## config.mk

```make
export PLATFORM = sky130hd
export DESIGN_NAME = dense_l3_fetch_seq
export DESIGN_NICKNAME = d
export VERILOG_FILES = /design/src/rtl/dense_l3_fetch_seq.sv
export SDC_FILE = /design/constraint.sdc
export NUM_CORES = 1
export LEC_CHECK = 0
export ABC_AREA = 1
export CORE_MARGIN = 4
export CORE_UTILIZATION = 50
export CTS_CLUSTER_SIZE = 14
export DETAILED_ROUTE_END_ITERATION = 10
export HOLD_SLACK_MARGIN = 0.05
export PLACE_DENSITY = 0.76
export SLEW_MARGIN = 0
export SYNTH_ARGS = -nofsm -noshare
export SYNTH_HDL_FRONTEND = slang
export SYNTH_SLANG_ARGS = --single-unit
```

## constraint.sdc

```tcl
create_clock -name clk -period 2.22 [get_ports clk]
set_input_delay 0.333 -clock clk [delete_from_list [all_inputs] [get_ports clk]]
set_output_delay 0.333 -clock clk [all_outputs]
set_load 0.03 [all_outputs]
```

## src/rtl/dense_l3_fetch_seq.sv

```systemverilog
// dense_l3_fetch_seq: address sequencer for the dense layer-3 weight ROM.
//
// Eight dual-port ROM banks share one base address (port A reads addr_base,
// port B reads addr_base+1). Each step therefore yields 16 x 32-bit words.
// The sequencer walks num_steps steps from base_addr, two addresses per step.
// It issues one address per cycle and tracks the ROM read latency with a
// valid/tag pipeline. It presents a valid/ready stream, tagged with the step
// index, to the MAC array. When the consumer stalls, it replays from the
// oldest unaccepted step.
//
// Optional feature (macro DENSE_L3_FETCH_SEQ_PERF_EN): adds the stall_cnt
// output. stall_cnt counts stall cycles plus the replay cycles that follow
// each stall.
//
// Ports:
//   clk, rst_n        clock, asynchronous active-low reset
//   start             launch pulse, sampled only when idle
//   base_addr         address of step 0 (latched on start)
//   num_steps         number of steps to fetch (latched on start)
//   mem_addr          ROM addr_base (registered)
//   wt_valid, wt_idx  ROM outputs hold step wt_idx
//   wt_ready          MAC array accepts the presented step
//   busy              sequence in progress (RUN or FINISH)
//   done              one-cycle pulse once the last step is accepted
//   stall_cnt         (PERF_EN only) saturating stall/replay cycle count
module dense_l3_fetch_seq #(
  parameter int unsigned ADDR_W = 8,
  parameter int unsigned STEP_W = 7,
  parameter int unsigned RD_LAT = 1
) (
  input  logic              clk,
  input  logic              rst_n,
  input  logic              start,
  input  logic [ADDR_W-1:0] base_addr,
  input  logic [STEP_W-1:0] num_steps,
  output logic [ADDR_W-1:0] mem_addr,
  output logic              wt_valid,
  output logic [STEP_W-1:0] wt_idx,
  input  logic              wt_ready,
  output logic              busy,
  output logic              done
`ifdef DENSE_L3_FETCH_SEQ_PERF_EN
  ,
  output logic [15:0]       stall_cnt
`endif
);

  // Stage 0 is aligned with mem_addr. The last stage is aligned with the
  // ROM output, RD_LAT cycles later.
  localparam int unsigned DEPTH = RD_LAT + 1;

  typedef enum logic [1:0] {
    S_IDLE   = 2'd0,
    S_RUN    = 2'd1,
    S_FINISH = 2'd2
  } state_t;

  state_t            state_q, state_d;
  logic [ADDR_W-1:0] base_q, base_d;
  logic [STEP_W-1:0] nsteps_q, nsteps_d;
  logic [STEP_W-1:0] issue_ptr_q, issue_ptr_d;
  logic [STEP_W-1:0] acc_ptr_q, acc_ptr_d;
  logic [ADDR_W-1:0] mem_addr_d;
  logic [DEPTH-1:0]  pv_q, pv_d;
  logic [STEP_W-1:0] ptag_q [DEPTH];
  logic [STEP_W-1:0] ptag_d [DEPTH];
  logic              busy_d, done_d;

  logic              accept_c, stall_c;
  logic [STEP_W-1:0] issue_src_c;
  logic [STEP_W-1:0] acc_inc_c;

  assign wt_valid = pv_q[DEPTH-1];
  assign wt_idx   = ptag_q[DEPTH-1];

  assign accept_c  = (state_q == S_RUN) && wt_valid && wt_ready;
  assign stall_c   = (state_q == S_RUN) && wt_valid && !wt_ready;
  assign acc_inc_c = acc_ptr_q + STEP_W'(1);
  // A stall rewinds issue to the oldest unaccepted step in the same cycle.
  assign issue_src_c = stall_c ? acc_ptr_q : issue_ptr_q;

  // Next-state and datapath control.
  always_comb begin
    state_d     = state_q;
    base_d      = base_q;
    nsteps_d    = nsteps_q;
    issue_ptr_d = issue_ptr_q;
    acc_ptr_d   = acc_ptr_q;
    mem_addr_d  = mem_addr;
    pv_d        = {pv_q[DEPTH-2:0], 1'b0};
    ptag_d[0]   = ptag_q[0];
    for (int i = 1; i < DEPTH; i++) begin
      ptag_d[i] = ptag_q[i-1];
    end

    case (state_q)
      S_IDLE: begin
        pv_d = '0;
        if (start) begin
          base_d      = base_addr;
          nsteps_d    = num_steps;
          issue_ptr_d = '0;
          acc_ptr_d   = '0;
          state_d     = (num_steps == '0) ? S_FINISH : S_RUN;
        end
      end

      S_RUN: begin
        if (stall_c) begin
          pv_d = '0;
        end
        if (issue_src_c < nsteps_q) begin
          // Two addresses per step; the sum wraps modulo 2^ADDR_W.
          mem_addr_d  = base_q + ADDR_W'({issue_src_c, 1'b0});
          issue_ptr_d = issue_src_c + STEP_W'(1);
          pv_d[0]     = 1'b1;
          ptag_d[0]   = issue_src_c;
        end else begin
          issue_ptr_d = issue_src_c;
        end
        if (accept_c) begin
          acc_ptr_d = acc_inc_c;
          if (acc_inc_c == nsteps_q) begin
            state_d = S_FINISH;
            pv_d    = '0;
          end
        end
      end

      S_FINISH: begin
        pv_d    = '0;
        state_d = S_IDLE;
      end

      default: begin
        pv_d    = '0;
        state_d = S_IDLE;
      end
    endcase

    busy_d = (state_d != S_IDLE);
    done_d = (state_d == S_FINISH);
  end

  // State and datapath registers.
  always_ff @(posedge clk or negedge rst_n) begin
    if (!rst_n) begin
      state_q     <= S_IDLE;
      base_q      <= '0;
      nsteps_q    <= '0;
      issue_ptr_q <= '0;
      acc_ptr_q   <= '0;
      mem_addr    <= '0;
      pv_q        <= '0;
      for (int i = 0; i < DEPTH; i++) begin
        ptag_q[i] <= '0;
      end
      busy        <= 1'b0;
      done        <= 1'b0;
    end else begin
      state_q     <= state_d;
      base_q      <= base_d;
      nsteps_q    <= nsteps_d;
      issue_ptr_q <= issue_ptr_d;
      acc_ptr_q   <= acc_ptr_d;
      mem_addr    <= mem_addr_d;
      pv_q        <= pv_d;
      for (int i = 0; i < DEPTH; i++) begin
        ptag_q[i] <= ptag_d[i];
      end
      busy        <= busy_d;
      done        <= done_d;
    end
  end

`ifdef DENSE_L3_FETCH_SEQ_PERF_EN
  // The replay window covers the RD_LAT+1 cycles after a stall, up to the
  // cycle in which the stalled step is on the bus again.
  localparam int unsigned REP_W = $clog2(RD_LAT + 2);

  logic [REP_W-1:0] rep_cnt_q, rep_cnt_d;
  logic [15:0]      stall_cnt_d;

  // Stall/replay cycle accounting.
  always_comb begin
    rep_cnt_d   = rep_cnt_q;
    stall_cnt_d = stall_cnt;
    if ((state_q == S_IDLE) && start) begin
      rep_cnt_d   = '0;
      stall_cnt_d = '0;
    end else begin
      if ((stall_c || (rep_cnt_q != '0)) && (stall_cnt != 16'hFFFF)) begin
        stall_cnt_d = stall_cnt + 16'd1;
      end
      if (stall_c) begin
        rep_cnt_d = REP_W'(RD_LAT + 1);
      end else if (rep_cnt_q != '0) begin
        rep_cnt_d = rep_cnt_q - REP_W'(1);
      end
    end
  end

  always_ff @(posedge clk or negedge rst_n) begin
    if (!rst_n) begin
      rep_cnt_q <= '0;
      stall_cnt <= '0;
    end else begin
      rep_cnt_q <= rep_cnt_d;
      stall_cnt <= stall_cnt_d;
    end
  end
`endif

endmodule
```

==> impl_metrics.toml <==
[clock_tree]
clk_path_buf_depth = 2
htreeDepth = 3
clk_pin_slew_ns = 0.07
cts_buffers = 9
worst_skew_pair.late_latency_ns = 0.35
root_buffer = "clkbuf_8"
clock_sinks = 57
cts_tree = "built"

[grt]
antenna_found_initial = 0
grt.total_usage_pct = 22.0
grt_pass1_wl_mm = 12.4
grt_pass1_vias = 2705
grt_max_degree = 35
grt_overflow = 0

[layout]
multiInputGateArea_sq_um = 1710
final_nets = 480
finalNonFillerCells = 526
syn_to_final_growth_pct = 40.9
fillers = 407
drive_above_1_share_pct = 27.7
regArea_sq_um = 1430
diodes = 0
layout_common_cells = "nand2_1 (114), dfrtp_1 (54), buf_4 (36)"
mostFrequentLayoutCell = "nand2_1"

[floorplan]
start_util_pct = 51.5
io_pins = 37
die_y_um = 86.1
die_x_um = 86.1
coreArea_sq_um = 5920
die_area_sq_um = 7420
rows = 28

[sta]
fin_crit_ns = 2.26
clock_skew_ns = 0.00584
rsz0062_at_grt = "true"
slew_headroom_pct = 62.2
maxSlewViolCount = 0
tightest_slew_ns = 0.567
setup_ws_ns = -0.0417
setup_tns_ns = -0.202
clock.fmax_mhz = 442
fin_crit_sh_pct = 102
hold_violations = 0
setup_viol = 9
holdWs_ns = 0.384

[drt]
wl_per_cell_um = 16.1
dr_wl_met2_mm = 4.26
dr_wl_met3_um = 480
drt_first_pass_iters = 4
num_vias = 2835
drtAntennaViolNets = 0
postRouteWirelength_mm = 8.45
routed_via_density = 5.39
drc_errors = 0
drt_iter0_markers = 250
top_layer_used = "met4"
wirelength_met1_mm = 3.43

[setup_path]
crit_fanout = 6
worstSetupEndpointType = "flip-flop"
crit_required_ns = 2.51
startpoint_type = "flip-flop"
worstPathArrival_ns = 2.55
critPathKind = "flip-flop to flip-flop"

[run_status]
status = "finished with violations"
violations = "negative setup slack"

[logic_synthesis]
syn-cell-area_sq_um = 3050
synth_edf_count = 0
synthFlopType = "dfrtp_1"
yosys_warnings = 0
syn_area_per_cell_sq_um = 8.41
seq_area_frac_synth_pct = 46.7
yosysUniqueCellTypes = 36
netlist_top_cells_area = "dfrtp_1 (47%), nand2_1 (16%), ha_1 (5.7%)"
synthArstFlopShare_pct = 100
ys_seq_elements = 57
netlist.area_leader.share_pct = 46.7
netlist_instances = 363
synth_nets = 397
yosysTopAreaCell = "dfrtp_1"

[place]
dp_cells = 498
globalplace.congestion = 0.924
dp_hpwl_mm = 5.35
io_buffers = 36

[flow_run]
maxCapViolCount = 0

[min_path]
hp-class = "flip-flop to flip-flop"
-- cells by family after synthesis --
logic type	count (synthesis)	share of synthesized area (%)
buf+inv	45	6.52
compound gates	45	9.43
simple gates	186	26.6
flops	57	46.7
fa+ha+maj	15	6.40
xor+xnor	15	4.30
-- layer usage --
layer / up-vias / GRT usage [%]
met3: 24 / 4.90
met4: 0 / 11.1
met5: - / 0
met2: 91 / 35.2
li1: 1354 / -
met1: 1366 / 27.8
-- final cells by class --
type | instances | area share, %
Multi-Input combinational cell | 264 | 39.8
Sequential cell | 57 | 33.3
Timing Repair Buffer | 76 | 16.0
Clock buffer | 11 | 3.52
Inverter | 38 | 3.49
Tap cell | 75 | 2.18
Clock inverter | 5 | 1.80
-- final timing paths --
kind                                              endpoint  cells past startpoint  slack (ns)                  start
worst max-delay path            issue_ptr_q[1]$_DFFE_PN0P_                     12       -0.04   state_q[1]$_DFF_PN0_
worst min-delay path                   wt_idx[3]$_DFF_PN0_                      0        0.38  ptag_d[3]$_DFFE_PN0P_
worst max register to register  issue_ptr_q[1]$_DFFE_PN0P_                     12       -0.04   state_q[1]$_DFF_PN0_
worst min register to register         wt_idx[3]$_DFF_PN0_                      0        0.38  ptag_d[3]$_DFFE_PN0P_
max in group asynchronous          nsteps_q[0]$_DFFE_PN0P_                      3        1.14                  rst_n
min in group asynchronous              wt_idx[5]$_DFF_PN0_                      2        0.51                  rst_n
-- worst max-delay path, cell delays in order, from the launching register on --
cell and delay [ns]:
dfrtp_2 0.46, inv_4 0.11, nand4_4 0.20, o21ai_4 0.20, inv_2 0.07, ha_4 0.27
nand2_2 0.06, nor2_2 0.22, nand2_2 0.13, buf_4 0.16, nand3b_1 0.10, nand3_1 0.13
nand2_1 0.09
-- metrics by stage --
stage                     setup WS (ns)  cell area, sq um  util (%)
after floorplan                 0.00304              3110         -
after global placement           -0.377              3740      63.3
after detailed placement         -0.477              3740      63.3
after CTS                       0.00369              4080      68.8
after global routing             -0.132              4300      72.6
final                           -0.0417              4300      72.6
-- synth_stat cells (3+ instances only) --
cell,instances
nor2_1,14
xor2_1,10
o21ai_0,13
buf_6,3
nand3_1,18
o21ai_1,6
o22ai_1,4
ha_1,14
inv_2,3
a21oi_1,7
nand4_1,10
nand2_1,133
xnor2_1,5
inv_1,34
dfrtp_1,57
o21ai_2,8
-- registers in the layout, summed over array words and instances (netlist names) --
register,cells
base_q,8
acc_ptr_q,7
nsteps_q,7
busy,1
wt_idx,7
mem_addr,8
issue_ptr_q,7
done,1
ptag_d,7
pv_q,2
state_q,2
-- what timing repair did --
| action | 4_1_cts | 5_1_grt |
|---|---|---|
| hold buffers | 1 | 0 |
| hold endpoints to repair | 23 | 0 |
| resized for setup | 6 | 42 |
| gates cloned | 3 | 0 |
| buffers inserted | 3 | 6 |
| pin swaps | 3 | 21 |
| setup endpoints to repair | 23 | 23 |
Power is left out: the tool's default activity adds up to more than one toggle a clock period on the data nets, which glitch-free logic cannot reach.
